### src/rtl/sb_pkg.sv
// Shared widths and record types for the store buffer and its memory port.
package sb_pkg;

    localparam int ADDR_W   = 13;
    localparam int DATA_W   = 32;
    localparam int SB_DEPTH = 4;

    typedef struct packed {
        logic [ADDR_W-1:0] addr;
        logic [DATA_W-1:0] data;
    } sb_entry_t;

    typedef struct packed {
        logic [ADDR_W-1:0] address;
        logic [DATA_W-1:0] write_data;
        logic              memread;
        logic              memwrite;
    } mem_req_t;

endpackage

### src/rtl/store_buffer_if.sv
// MEM-stage side of the store buffer: store handshake plus load lookup.
// Store handshake: a store transfers on a posedge where st_valid && st_ready;
// the stage holds st_addr/st_data stable until then, and st_ready never depends on st_valid.
interface store_buffer_if;
    import sb_pkg::*;

    logic              st_valid;
    logic              st_ready;
    logic [ADDR_W-1:0] st_addr;
    logic [DATA_W-1:0] st_data;
    logic              ld_valid;
    logic [ADDR_W-1:0] ld_addr;
    logic [DATA_W-1:0] ld_data;
    logic              ld_hit;

    modport master (
        output st_valid, st_addr, st_data, ld_valid, ld_addr,
        input  st_ready, ld_data, ld_hit
    );

    modport slave (
        input  st_valid, st_addr, st_data, ld_valid, ld_addr,
        output st_ready, ld_data, ld_hit
    );

endinterface

### src/rtl/store_buffer_match.sv
// Youngest-first address match over the live FIFO entries (oldest at head).
module store_buffer_match
    import sb_pkg::*;
#(
    parameter int DEPTH = SB_DEPTH
) (
    input  sb_entry_t                entries [DEPTH],
    input  logic [$clog2(DEPTH)-1:0] head,
    input  logic [$clog2(DEPTH):0]   count,
    input  logic [ADDR_W-1:0]        ld_addr,
    output logic                     hit,
    output logic [DATA_W-1:0]        data
);
    localparam int PTR_W = $clog2(DEPTH);
    localparam int CNT_W = PTR_W + 1;

    logic [PTR_W-1:0] idx;

    // Walk from oldest to youngest so a later match overrides an earlier one.
    always_comb begin
        hit  = 1'b0;
        data = '0;
        idx  = '0;
        for (int i = 0; i < DEPTH; i++) begin
            idx = head + PTR_W'(i);
            if ((CNT_W'(i) < count) && (entries[idx].addr == ld_addr)) begin
                hit  = 1'b1;
                data = entries[idx].data;
            end
        end
    end

endmodule

### src/rtl/store_buffer.sv
// Posted-write buffer between MEM and data_memory; loads forward from it or read memory.
module store_buffer
    import sb_pkg::*;
#(
    parameter int DEPTH = SB_DEPTH
) (
    input  logic                   clk,
    input  logic                   rst_n,
    store_buffer_if.slave          sb,
    input  logic [DATA_W-1:0]      mem_read_data,
    output logic [ADDR_W-1:0]      mem_address,
    output logic [DATA_W-1:0]      mem_write_data,
    output logic                   mem_memread,
    output logic                   mem_memwrite,
    output logic                   empty,
    output logic [$clog2(DEPTH):0] count
);
    localparam int PTR_W = $clog2(DEPTH);
    localparam int CNT_W = PTR_W + 1;

    sb_entry_t        entries [DEPTH];
    logic [PTR_W-1:0] head;
    logic [PTR_W-1:0] tail;
    logic             match_hit;
    logic [DATA_W-1:0] match_data;
    logic             push;
    logic             pop;
    logic             ld_miss;
    mem_req_t         req;

    store_buffer_match #(.DEPTH(DEPTH)) u_match (
        .entries (entries),
        .head    (head),
        .count   (count),
        .ld_addr (sb.ld_addr),
        .hit     (match_hit),
        .data    (match_data)
    );

    assign sb.st_ready = (count != CNT_W'(DEPTH));
    assign empty       = (count == '0);
    assign push        = sb.st_valid && sb.st_ready;
    assign ld_miss     = sb.ld_valid && !match_hit;
    // Draining is suppressed while reset is asserted so discarded stores never reach memory.
    assign pop         = rst_n && !ld_miss && (count != '0);

    assign sb.ld_hit  = sb.ld_valid && match_hit;
    assign sb.ld_data = sb.ld_hit ? match_data : (ld_miss ? mem_read_data : '0);

    // A load miss owns the port; the drain waits a cycle.
    always_comb begin
        req = '0;
        if (ld_miss) begin
            req.address = sb.ld_addr;
            req.memread = 1'b1;
        end else if (pop) begin
            req.address    = entries[head].addr;
            req.write_data = entries[head].data;
            req.memwrite   = 1'b1;
        end
    end

    assign mem_address    = req.address;
    assign mem_write_data = req.write_data;
    assign mem_memread    = req.memread;
    assign mem_memwrite   = req.memwrite;

    always_ff @(posedge clk) begin
        if (!rst_n) begin
            head  <= '0;
            tail  <= '0;
            count <= '0;
        end else begin
            if (push) begin
                entries[tail] <= '{addr: sb.st_addr, data: sb.st_data};
                tail          <= tail + 1'b1;
            end
            if (pop) begin
                head <= head + 1'b1;
            end
            case ({push, pop})
                2'b10:   count <= count + 1'b1;
                2'b01:   count <= count - 1'b1;
                default: count <= count;
            endcase
        end
    end

endmodule

### src/flat_wrapper.sv
// flat-port wrapper written by rule: the top's interface ports become plain ports
module store_buffer_flat import sb_pkg::*;
#(
    parameter int DEPTH = SB_DEPTH
)
  (clk, rst_n, mem_read_data, mem_address, mem_write_data, mem_memread, mem_memwrite, empty, count, sb_st_valid, sb_st_addr, sb_st_data, sb_ld_valid, sb_ld_addr, sb_st_ready, sb_ld_data, sb_ld_hit);
  store_buffer_if sb_i ();
  input  logic clk;
  input  logic rst_n;
  input  logic [DATA_W-1:0] mem_read_data;
  output logic [ADDR_W-1:0] mem_address;
  output logic [DATA_W-1:0] mem_write_data;
  output logic mem_memread;
  output logic mem_memwrite;
  output logic empty;
  output logic [$clog2(DEPTH):0] count;
  input wire logic [$bits(sb_i.st_valid)-1:0] sb_st_valid;
  input wire logic [$bits(sb_i.st_addr)-1:0] sb_st_addr;
  input wire logic [$bits(sb_i.st_data)-1:0] sb_st_data;
  input wire logic [$bits(sb_i.ld_valid)-1:0] sb_ld_valid;
  input wire logic [$bits(sb_i.ld_addr)-1:0] sb_ld_addr;
  output wire logic [$bits(sb_i.st_ready)-1:0] sb_st_ready;
  output wire logic [$bits(sb_i.ld_data)-1:0] sb_ld_data;
  output wire logic [$bits(sb_i.ld_hit)-1:0] sb_ld_hit;
  assign sb_i.st_valid = sb_st_valid;
  assign sb_i.st_addr = sb_st_addr;
  assign sb_i.st_data = sb_st_data;
  assign sb_i.ld_valid = sb_ld_valid;
  assign sb_i.ld_addr = sb_ld_addr;
  assign sb_st_ready = sb_i.st_ready;
  assign sb_ld_data = sb_i.ld_data;
  assign sb_ld_hit = sb_i.ld_hit;
  store_buffer #(.DEPTH(DEPTH)) u_core (.clk(clk), .rst_n(rst_n), .sb(sb_i), .mem_read_data(mem_read_data), .mem_address(mem_address), .mem_write_data(mem_write_data), .mem_memread(mem_memread), .mem_memwrite(mem_memwrite), .empty(empty), .count(count));
endmodule
### config.mk
export PLATFORM = sky130hd
export DESIGN_NAME = store_buffer_flat
export DESIGN_NICKNAME = d
export VERILOG_FILES = /design/src/rtl/sb_pkg.sv /design/src/rtl/store_buffer_if.sv /design/src/rtl/store_buffer_match.sv /design/src/rtl/store_buffer.sv /design/src/flat_wrapper.sv
export SDC_FILE = /design/constraint.sdc
export NUM_CORES = 1
export LEC_CHECK = 0
export BUFFER_PORTS_ARGS = -buffer_cell sky130_fd_sc_hd__clkbuf_2
export CAP_MARGIN = 30
export CORE_MARGIN = 2
export CORE_UTILIZATION = 45
export DETAILED_ROUTE_END_ITERATION = 16
export PLACE_DENSITY = 0.67
export SYNTH_ARGS = -nofsm -noshare
export SYNTH_HDL_FRONTEND = slang
export SYNTH_SLANG_ARGS = --single-unit
### constraint.sdc
create_clock -name clk -period 5.7 [get_ports clk]
set_clock_uncertainty 0.15 [all_clocks]
set_input_delay 0.285 -clock clk [delete_from_list [all_inputs] [get_ports clk]]
set_output_delay 0.285 -clock clk [all_outputs]
set_load 0.1 [all_outputs]
# Word level (Yosys, flattened, before mapping)
# Cells that the tools add are included.
# classes
n_eq_ne,7
addsub,6
order_cmp,10
mux,32
shifts,0
reduce_logical,16
mul,0
bitwise,5
n_div,0
# op_table
cell,count
$mux W45,10
$bmux W45 S2,4
$mux W32,7
$bwmux W180,1
$demux W45 S2,1
$eq A13 B13 Y1,4
$ge A3 B3 Y1 const B,5
$not A2 Y3,5
$mux W13,1
$logic_and A1 B1 Y1,10
$mux W1,7
$lt A1 B3 Y1 const A,2
$lt A2 B3 Y1 const A,2
$pmux W3 S2,1
$add A2 B1 Y2 const B,2
$add A2 B2 Y2 const B,2
$add A3 B1 Y3 const B,1
$logic_not A3 Y1,1
$lt A3 B1 Y1 const B,1
$ne A3 B3 Y1 const B,1
$reduce_bool A3 Y1,1
$sub A3 B1 Y3 const B,1
$eq A2 B1 Y1 const B,1
$eq A2 B2 Y1 const B,1
3 further kinds,4
# totals
wordCells,87
input_bits,94
memories,0
latch_bits,0
mem_bits_rw,0
output_inout_bits,85
regBits,187
mem_bits_ro,0

# Longest topological paths before layout
# Gate-level depths: netlist of run 1.
# logic_depth
depth_word,17
depth_mapped,17
mapped_depth_nobuf,13

# Cells and area by module
# Synthesis of run 1 repeated with hierarchy kept, for this count alone.
# hier_totals
hier_cells,1065
hier_area_um2,13376.6
# by_module_without_submodules
mod,area_each_um2,cells_each,n_inst,seq_area_each_um2
store_buffer,7883.8,412,1,5545.3
store_buffer_match,5492.8,653,1,0.0

# Worst setup path after synthesis of run 1
# No wires, ideal clock.
# synth_path
path_type,register to output
from,register u_core.count[1]
to,output mem_write_data[16]
path_stages_with_launch,11
path_buffers,1
slack_ns,0.256
t_arrival_ns,5.009
t_required_ns,5.265
cell_sequence,dfxtp_1 > inv_1 > ha_1 > o21ba_2 > o22ai_1 > nor4_1 > o21ai_2 > o21bai_1 > nor3_2 > clkbuf_1 > nor3b_1
# synth_via
elab_chain_len,13
# synth_lines
element,line,source
"start, declared",store_buffer.sv:16,output logic [$clog2(DEPTH):0] count
"start signal, assigned",store_buffer.sv:82,2'b10: count <= count + 1'b1;
"start signal, assigned",store_buffer.sv:83,2'b01: count <= count - 1'b1;
"start signal, assigned",store_buffer.sv:84,default: count <= count;
$lt A1 B3 Y1,store_buffer_match.sv:26,if ((CNT_W'(i) < count) && (entries[idx].addr == ld_addr)) begin
$logic_and A1 B1 Y1,store_buffer_match.sv:26,
$mux W1 (4 in series),store_buffer_match.sv:26,
$logic_not A1 Y1,store_buffer.sv:43,assign ld_miss = sb.ld_valid && !match_hit;
$logic_and A1 B1 Y1,store_buffer.sv:43,
$logic_not A1 Y1,store_buffer.sv:45,assign pop = rst_n && !ld_miss && (count != '0);
$logic_and A1 B1 Y1 (2 in series),store_buffer.sv:45,
$mux W45,store_buffer.sv:56,end else if (pop) begin
$mux W32 (*),store_buffer.sv:53,if (ld_miss) begin
"end, declared",flat_wrapper.sv:12,output logic [DATA_W-1:0] mem_write_data;
# Mark *: on every way between the ends. The rest lies on a longest branch, timed or not.

# Final worst setup path of run 1
# layout_path
from,register u_core.head[0]
to,output mem_write_data[16]
# layout_via
elab_chain_len,17
# layout_lines
element,line,source
"start, declared",store_buffer.sv:22,logic [PTR_W-1:0] head;
"start signal, assigned",store_buffer.sv:79,head <= head + 1'b1;
$add A2 B1 Y2 or $not A2 Y3 (tied branches),"store_buffer_match.sv:25, store_buffer_match.sv:26, store_buffer.sv:58",
$not A2 Y3 (implied by the code) or $bmux W45 S2 (tied branches),"store_buffer_match.sv:26, store_buffer.sv:58",
$bmux W45 S2 or $mux W45 (tied branches),store_buffer_match.sv:26,
"$mux W45, on equally long branches",n/a,
$mux W45 or $eq A13 B13 Y1 (tied branches),n/a,
$eq A13 B13 Y1 or $logic_and A1 B1 Y1 (tied branches),store_buffer_match.sv:26,
$logic_and A1 B1 Y1 or $mux W1 (tied branches),store_buffer_match.sv:26,
$mux W1 (3 in series),store_buffer_match.sv:26,
$logic_not A1 Y1,store_buffer.sv:43,
$logic_and A1 B1 Y1,store_buffer.sv:43,
$logic_not A1 Y1,store_buffer.sv:45,
$logic_and A1 B1 Y1 (2 in series),store_buffer.sv:45,
$mux W45,store_buffer.sv:56,
$mux W32 (*),store_buffer.sv:53,
# Mark *: on every way between the ends. The rest lies on a longest branch, timed or not. The select of a mux whose other input is x is not followed.

==> impl_metrics.prom, run 1 <==
# TYPE chip_impl_metric gauge
chip_impl_metric{name="ir_worst_vdd",unit="mV"} 0.1643
chip_impl_info{name="synthTopCellsByArea",value="sky130_fd_sc_hd__edfxtp_1, sky130_fd_sc_hd__mux4_2, sky130_fd_sc_hd__mux2i_1"} 1
chip_impl_metric{name="grt_first_pass_wirelength",unit="microns"} 51850
chip_impl_metric{name="synth_area_per_cell",unit="sq um"} 12.00
chip_impl_metric{name="timing.max_slew.rel_slack",unit="%"} 33.79
chip_impl_info{name="grt_setup_unrepaired",value="no"} 1
chip_impl_metric{name="timing_hold_violations_final",unit=""} 0
chip_impl_info{name="min_path_type",value="input port to flip-flop"} 1
chip_impl_metric{name="post-synth-top-area-fraction",unit="%"} 43.10
chip_impl_info{name="tritoncts",value="yes"} 1
chip_impl_metric{name="postLayoutCellArea",unit="sq um"} 15070
chip_impl_metric{name="final.min_clock_period",unit="ns"} 5.226
chip_impl_metric{name="drt_drc_violations_left",unit=""} 0
chip_impl_metric{name="mappedNetlistArea",unit="sq um"} 12540
chip_impl_metric{name="drt-total-wl",unit="microns"} 34080
chip_impl_metric{name="cts_buffers",unit=""} 17
chip_impl_info{name="synthFlopType",value="sky130_fd_sc_hd__edfxtp_1"} 1
chip_impl_metric{name="clk_latency",unit="ns"} 0.44
chip_impl_metric{name="synth_sequential_area_ratio",unit="%"} 44.22
chip_impl_metric{name="power_per_cell_area",unit="nW/um^2"} 293.3
chip_impl_info{name="clock-root-buffer",value="sky130_fd_sc_hd__clkbuf_16"} 1
chip_impl_metric{name="pin_count",unit=""} 179
chip_impl_metric{name="critPathMaxFanout",unit=""} 72
chip_impl_metric{name="fin_tns_setup",unit="ns"} 0
chip_impl_info{name="critPathCaptureType",value="primary output"} 1
chip_impl_metric{name="fin_ws",unit="ns"} 0.4739
chip_impl_metric{name="max_slew.worst_pin.slew",unit="ns"} 0.9932
chip_impl_metric{name="grt_usage",unit="%"} 23.17
chip_impl_metric{name="power.leakage",unit="nW"} 5.127
chip_impl_metric{name="synth.distinct_cells",unit=""} 62
chip_impl_metric{name="pre_cts_ws",unit="ns"} 0.9783
chip_impl_metric{name="dpl-instance-area",unit="sq um"} 14020
chip_impl_metric{name="intPower",unit="mW"} 2.794
chip_impl_metric{name="synthesis.instances",unit=""} 1045
chip_impl_metric{name="die-width",unit="microns"} 170.9
chip_impl_metric{name="power.share.clock",unit="%"} 27.0
chip_impl_info{name="library_cell_occupying_the_most_area_in_the_post_synthesis_netlist",value="sky130_fd_sc_hd__edfxtp_1"} 1
chip_impl_metric{name="grt_start_max_net_pins",unit=""} 73
chip_impl_metric{name="achievable-frequency",unit="MHz"} 191.3
chip_impl_metric{name="globalplace.congestion",unit=""} 0.9539
chip_impl_metric{name="finalHoldWorstSlack",unit="ns"} 0.2534
chip_impl_info{name="mostFrequentLayoutCell",value="sky130_fd_sc_hd__edfxtp_1"} 1
chip_impl_metric{name="quantity_of_i_o_buffers_inserted_on_ports",unit=""} 178
chip_impl_metric{name="floorplan.rows",unit=""} 61
chip_impl_metric{name="cts.sinks",unit=""} 187
chip_impl_metric{name="final_max_slew_viol_count",unit=""} 0
chip_impl_metric{name="power.switching_fraction",unit="%"} 36.79
chip_impl_metric{name="fraction_of_layout_instances_using_a_drive_strength_above_1",unit="%"} 30.30
chip_impl_metric{name="hpwl",unit="microns"} 22230
chip_impl_metric{name="antenna-diode-count",unit=""} 0
chip_impl_metric{name="synth_warnings",unit=""} 0
chip_impl_metric{name="clockBufferDepth",unit=""} 2
chip_impl_metric{name="ys_ff_latch",unit=""} 187
chip_impl_metric{name="route.detailed.wl_per_inst",unit="microns"} 21.31
chip_impl_info{name="commonest_cells_after_routing_fill_and_taps_aside",value="sky130_fd_sc_hd__edfxtp_1, sky130_fd_sc_hd__clkbuf_2, sky130_fd_sc_hd__mux2i_1"} 1
chip_impl_metric{name="detail_route.vias_per_cell",unit=""} 6.079
chip_impl_metric{name="power.share.combinational",unit="%"} 36.0
chip_impl_info{name="run_status",value="finished clean"} 1
chip_impl_info{name="critPathKind",value="flip-flop to primary output"} 1
chip_impl_metric{name="critPathArrivalTime",unit="ns"} 4.79
chip_impl_metric{name="dieHeight",unit="microns"} 170.9
chip_impl_metric{name="net_count_after_synthesis",unit=""} 1148
chip_impl_metric{name="grt_antenna_before_repair",unit=""} 0
chip_impl_metric{name="effective_utilization_at_floorplan",unit="%"} 45.39
chip_impl_metric{name="cts_repair_resize_count",unit=""} 0
chip_impl_metric{name="synth_enable_flop_cells",unit=""} 180
chip_impl_metric{name="num-nets-final",unit=""} 1311
chip_impl_metric{name="detailroute.via_count",unit=""} 9721
chip_impl_metric{name="synth_async_sr_flop_share",unit="%"} 0
chip_impl_metric{name="drt_first_pass_iters",unit=""} 7
chip_impl_metric{name="worstPathRequired",unit="ns"} 5.27
chip_impl_metric{name="grt_remaining_overflow",unit=""} 0
chip_impl_metric{name="ff2ff_setup_slack",unit="ns"} 1.54
chip_impl_metric{name="final_min_period_over_clock_period",unit="%"} 91.69
chip_impl_metric{name="die_area",unit="sq um"} 29220
chip_impl_metric{name="p_switching",unit="mW"} 1.626
chip_impl_metric{name="power_frac_seq",unit="%"} 37.0
chip_impl_metric{name="dr.first_iter.drc_count",unit=""} 899
chip_impl_metric{name="htreeDepth",unit=""} 4
chip_impl_metric{name="finalSetupViolations",unit=""} 0
chip_impl_metric{name="core_region_area",unit="sq um"} 27630
chip_impl_metric{name="max_cap_viol_count",unit=""} 0
chip_impl_metric{name="grt_pass1_vias",unit=""} 9474
chip_impl_metric{name="route.antenna.remaining_nets",unit=""} 0
chip_impl_info{name="crit_path_start_kind",value="flip-flop"} 1
chip_impl_metric{name="areaGrowthSynthToFinish",unit="%"} 20.18
chip_impl_metric{name="clock_transition_time_at_the_flip_flop_clock_pins_of_the_worst_setup_and_hold_paths",unit="ns"} 0.07
[kinds of logic after synthesis]
kind of cell    synth area share [%]
compound gates                 13.72
xor+xnor                       3.422
fa+ha+maj                     0.8980
buf+inv                        5.268
flops                          44.22
mux                            23.38
simple gates                   9.099
[worst paths after layout]
check / cells past startpoint / end / startpoint
setup reg to reg: 12 / u_core.count[2] / u_core.head[0]
setup / recovery: 11 / mem_write_data[16] / u_core.head[0]
hold / removal: 4 / u_core.tail[1] / sb_st_valid
hold reg to reg: 2 / u_core.count[2] / u_core.count[2]
[flip-flops by register name, indices dropped and copies added, names as in the netlist]
register,flops
u_core.entries,180
u_core.count,3
u_core.head,2
u_core.tail,2
[cells in the mapped netlist (all sizes together) (3+ instances only)]
cell type	n
xnor2	49
nor3	12
mux2i	87
a311oi	21
mux2	59
mux4	62
nor2b	4
and2	6
nor3b	33
dfxtp	7
o22ai	5
a22o	11
nand2b	3
nand2	44
clkbuf	53
and3	6
a2111oi	21
nor2	83
nand4	11
a21oi	55
nor4	4
a311o	11
edfxtp	180
nand3	12
buf	51
o21ai	39
ha	9
inv	29
o2bb2ai	21
o221a	11
o221ai	21
[area by class of cell]
cell class                      instances  area, sq um
Clock buffer                           17        425.4
Clock inverter                         15        172.7
Fill cell                            2369        12560
Inverter                               30        115.1
Multi-Input combinational cell        724         6359
Sequential cell                       187         5553
Tap cell                              378        473.0
Timing Repair Buffer                  248         1974
[stage by stage]
stage / total power [mW] / utilization, % / std cells
after global routing: 4.600 / 54.55 / 1599
after global placement: 3.206 / 50.76 / 1522
final: 4.420 / 54.55 / 1599
after CTS: 4.437 / 54.55 / 1599
after detailed placement: 3.222 / 50.76 / 1522
after floorplan: 2.898 / - / 1045
[routing by layer]
layer  routed length [microns]  global-route usage (%)
met3                      2333                   2.753
met5                         0                       0
met1                     14530                   31.12
met2                     16480                   38.78
met4                       731                   8.622
[power groups by stage]
stage	Clock (mW)	Sequential [mW]	Combinational (mW)
after floorplan	0	1.65	1.25
after global routing	1.27	1.64	1.69
final	1.19	1.63	1.59
after global placement	0	1.66	1.54
after detailed placement	0	1.66	1.56
after CTS	1.21	1.63	1.59
[critical path: stages, from the launching register on]
cell                       delay, ns
sky130_fd_sc_hd__dfxtp_4        0.72
sky130_fd_sc_hd__buf_4          0.31
sky130_fd_sc_hd__mux2i_1        0.11
sky130_fd_sc_hd__a222oi_1       0.47
sky130_fd_sc_hd__nand4b_1       0.18
sky130_fd_sc_hd__a2111o_1       0.44
sky130_fd_sc_hd__buf_4          0.22
sky130_fd_sc_hd__o21bai_1       0.38
sky130_fd_sc_hd__nor3_4         0.16
sky130_fd_sc_hd__buf_4          0.37
sky130_fd_sc_hd__nor3b_1        0.38
sky130_fd_sc_hd__clkbuf_2       0.52
[repair_timing]
action,in CTS,in global routing
setup buffers,0,0
hold buffers,45,0
endpoints found under the hold margin,180,0
Power figures use the tool's default switching activity.
==> run 2: changes to the inputs <==
--- a/config.mk
+++ b/config.mk
@@ -10,6 +10,8 @@
 export CORE_MARGIN = 2
 export CORE_UTILIZATION = 45
 export DETAILED_ROUTE_END_ITERATION = 16
+export GPL_TIMING_DRIVEN = 0
+export MAX_ROUTING_LAYER = met4
 export PLACE_DENSITY = 0.67
 export SYNTH_ARGS = -nofsm -noshare
 export SYNTH_HDL_FRONTEND = slang
==> constraint.sdc (replaced) <==
create_clock -name clk -period 6.2 [get_ports clk]
set_clock_uncertainty 0.15 [all_clocks]
set_input_delay 0.31 -clock clk [delete_from_list [all_inputs] [get_ports clk]]
set_output_delay 0.31 -clock clk [all_outputs]
set_load 0.1 [all_outputs]
==> impl_metrics.prom, run 2 (synthesis gave the netlist of run 1 again) <==
# TYPE chip_impl_metric gauge
chip_impl_info{name="run_status",value="finished clean"} 1
chip_impl_metric{name="route.detailed.wl_per_inst",unit="microns"} 24.56
chip_impl_info{name="min_path_type",value="input port to flip-flop"} 1
chip_impl_metric{name="grt_usage",unit="%"} 28.90
chip_impl_metric{name="cts_post_setup_buffers_inserted",unit=""} 0
chip_impl_info{name="cp_common_cell",value="sky130_fd_sc_hd__clkbuf_1"} 1
chip_impl_metric{name="final_core_util",unit="%"} 54.21
chip_impl_metric{name="effective_utilization_at_floorplan",unit="%"} 45.39
chip_impl_info{name="grt_setup_unrepaired",value="no"} 1
chip_impl_info{name="tritoncts",value="yes"} 1
chip_impl_metric{name="die_area",unit="sq um"} 29220
chip_impl_metric{name="htreeDepth",unit=""} 4
chip_impl_metric{name="timing.max_slew.rel_slack",unit="%"} 36.77
chip_impl_metric{name="grt_first_pass_wirelength",unit="microns"} 60830
chip_impl_metric{name="grt_start_max_net_pins",unit=""} 28
chip_impl_info{name="crit_path_start_kind",value="flip-flop"} 1
chip_impl_metric{name="largest_register_ff_count",unit=""} 180
chip_impl_metric{name="drt-total-wl",unit="microns"} 41090
chip_impl_metric{name="floorplan.rows",unit=""} 61
chip_impl_metric{name="instance_count_along_the_most_critical_hold_path",unit=""} 3
chip_impl_metric{name="intPower",unit="mW"} 2.548
chip_impl_info{name="top_registers",value="u_core.entries x180, u_core.count x3"} 1
chip_impl_metric{name="timing_hold_violations_final",unit=""} 0
chip_impl_metric{name="cts_repair_resize_count",unit=""} 0
chip_impl_metric{name="drt_drc_violations_left",unit=""} 0
chip_impl_metric{name="cts_buffers",unit=""} 17
chip_impl_metric{name="worst-path-stages",unit=""} 11
chip_impl_metric{name="achievable-frequency",unit="MHz"} 184.5
chip_impl_metric{name="fillCellCount",unit=""} 2425
chip_impl_metric{name="route.antenna.remaining_nets",unit=""} 0
chip_impl_metric{name="worstPathRequired",unit="ns"} 5.74
chip_impl_metric{name="detail_route.vias_per_cell",unit=""} 6.247
chip_impl_metric{name="core_region_area",unit="sq um"} 27630
chip_impl_metric{name="critPathMaxFanout",unit=""} 10
chip_impl_metric{name="power.leakage",unit="nW"} 5.133
chip_impl_metric{name="power_frac_seq",unit="%"} 35.4
chip_impl_metric{name="p_switching",unit="mW"} 1.591
chip_impl_metric{name="max_cap_viol_count",unit=""} 0
chip_impl_metric{name="dr.first_iter.drc_count",unit=""} 1193
chip_impl_metric{name="finalSetupViolations",unit=""} 0
chip_impl_metric{name="clock_transition_time_at_the_flip_flop_clock_pins_of_the_worst_setup_and_hold_paths",unit="ns"} 0.06
chip_impl_metric{name="grt_remaining_overflow",unit=""} 0
chip_impl_metric{name="critPathArrivalTime",unit="ns"} 4.96
chip_impl_metric{name="pin_count",unit=""} 179
chip_impl_metric{name="dieHeight",unit="microns"} 170.9
chip_impl_metric{name="fin_ws",unit="ns"} 0.7797
chip_impl_metric{name="drt_first_pass_iters",unit=""} 7
chip_impl_metric{name="die-width",unit="microns"} 170.9
chip_impl_info{name="cp_top_family",value="buffers and inverters"} 1
chip_impl_metric{name="detailroute.via_count",unit=""} 10450
chip_impl_metric{name="hpwl",unit="microns"} 29090
chip_impl_metric{name="quantity_of_i_o_buffers_inserted_on_ports",unit=""} 168
chip_impl_info{name="commonest_cells_after_routing_fill_and_taps_aside",value="sky130_fd_sc_hd__edfxtp_1, sky130_fd_sc_hd__clkbuf_2, sky130_fd_sc_hd__mux2i_1"} 1
chip_impl_metric{name="power_per_cell_area",unit="nW/um^2"} 276.4
chip_impl_metric{name="final.min_clock_period",unit="ns"} 5.420
chip_impl_info{name="critPathCaptureType",value="primary output"} 1
chip_impl_metric{name="power.share.clock",unit="%"} 26.6
chip_impl_metric{name="cts.sinks",unit=""} 187
chip_impl_info{name="clock-root-buffer",value="sky130_fd_sc_hd__clkbuf_16"} 1
chip_impl_metric{name="max_slew.worst_pin.slew",unit="ns"} 0.9406
chip_impl_metric{name="areaGrowthSynthToFinish",unit="%"} 19.43
chip_impl_metric{name="ir_worst_vdd",unit="mV"} 0.1881
chip_impl_metric{name="timing.critical_path.buf_inv",unit=""} 5
chip_impl_info{name="mostFrequentLayoutCell",value="sky130_fd_sc_hd__edfxtp_1"} 1
chip_impl_info{name="critical_path_top_delay_cell",value="sky130_fd_sc_hd__nor4_2"} 1
chip_impl_info{name="cp_cell_sequence",value="buf_4, buf_2, mux4_2, xnor2_1, nand4_1, nor4_2, clkbuf_1, clkbuf_1, a311oi_1, o2bb2ai_1, clkbuf_2"} 1
chip_impl_metric{name="fraction_of_layout_instances_using_a_drive_strength_above_1",unit="%"} 28.90
chip_impl_metric{name="hold_buffers",unit=""} 45
chip_impl_metric{name="grt_antenna_before_repair",unit=""} 1
chip_impl_metric{name="worst-r2r-cell-count",unit=""} 15
chip_impl_metric{name="power.share.combinational",unit="%"} 38.0
chip_impl_metric{name="pre_cts_ws",unit="ns"} 1.392
chip_impl_info{name="critPathKind",value="flip-flop to primary output"} 1
chip_impl_metric{name="clk_latency",unit="ns"} 0.44
chip_impl_metric{name="fin_tns_setup",unit="ns"} 0
chip_impl_metric{name="power.switching_fraction",unit="%"} 38.44
chip_impl_metric{name="crit_path_max_incr_delay",unit="ns"} 0.83
chip_impl_info{name="max_flop_register",value="u_core.entries"} 1
chip_impl_metric{name="grt_pass1_vias",unit=""} 10300
chip_impl_metric{name="final_min_period_over_clock_period",unit="%"} 87.42
chip_impl_metric{name="final_max_slew_viol_count",unit=""} 0
chip_impl_metric{name="num-nets-final",unit=""} 1384
chip_impl_metric{name="clockBufferDepth",unit=""} 2
chip_impl_metric{name="globalplace.congestion",unit=""} 0.9402
## run 2: cell types whose count changed in the layout (fill, tap and decap cells not counted), moves of 8 or more
cell,before,now
sky130_fd_sc_hd__clkbuf_1,0,54
sky130_fd_sc_hd__clkbuf_2,135,168
sky130_fd_sc_hd__buf_12,27,6
sky130_fd_sc_hd__buf_1,0,9
sky130_fd_sc_hd__buf_2,0,27
sky130_fd_sc_hd__buf_4,41,4
sky130_fd_sc_hd__buf_6,0,8
## run 2: worst reg2reg max path: cells and delay by family, from the launching register on
| kind | cells | cell delay, ns |
|---|---|---|
| AO/OA/AOI/OAI | 3 | 0.63 |
| AND/OR/NAND/NOR | 4 | 1.31 |
| flip-flops | 1 | 0.31 |
| buffers and inverters | 5 | 1.48 |
| XOR/XNOR | 1 | 0.26 |
| adder cells (fa/ha/maj) | 1 | 0.39 |
| multiplexers | 1 | 0.37 |
## run 2: cell type report
cell class              count  area, sq um  area share, %
multi-input cells         724         6340          42.33
inverters                  30        112.6         0.7519
plain buffers             104        548.0          3.659
repair buffers            217         1379          9.206
well taps                 378        473.0          3.158
diodes                      1        2.502        0.01671
clock buffers              18        429.2          2.865
flip-flops and latches    187         5545          37.03
clock inverters            14        147.6         0.9858
## run 2: path summary, 6_finish.rpt
path | start | endpoint | slack, ns
setup / recovery | u_core.head[1] | sb_ld_data[20] | 0.78
setup reg to reg | u_core.head[1] | u_core.count[2] | 1.24
hold / removal | rst_n | u_core.head[0] | 0.21
hold reg to reg | u_core.tail[1] | u_core.tail[1] | 0.54
## run 2: routing by layer
metal	track usage [%]	part of all wire, %
met5	-	0
met1	37.95	41
met2	44.90	46
met4	11.13	3.1
met3	5.182	9.7
## run 2: stage by stage
stage	std cells	hold slack [ns]	instance area (sq um)	power (mW)
3_3_place_gp	1591	0.3745	13850	3.004
4_1_cts	1672	0.2092	14970	4.132
5_1_grt	1673	0.2333	14980	4.293
3_5_place_dp	1595	0.3806	13950	3.020
2_1_floorplan	1045	0.2589	12540	2.665
6_report	1673	0.2123	14980	4.140
## run 2: power groups by stage
stage	Combinational (mW)	Clock (mW)	Sequential, mW
floorplan	1.15	0	1.51
global placement	1.51	0	1.49
detailed placement	1.53	0	1.49
CTS	1.56	1.11	1.47
global route	1.65	1.17	1.47
finish	1.57	1.10	1.47
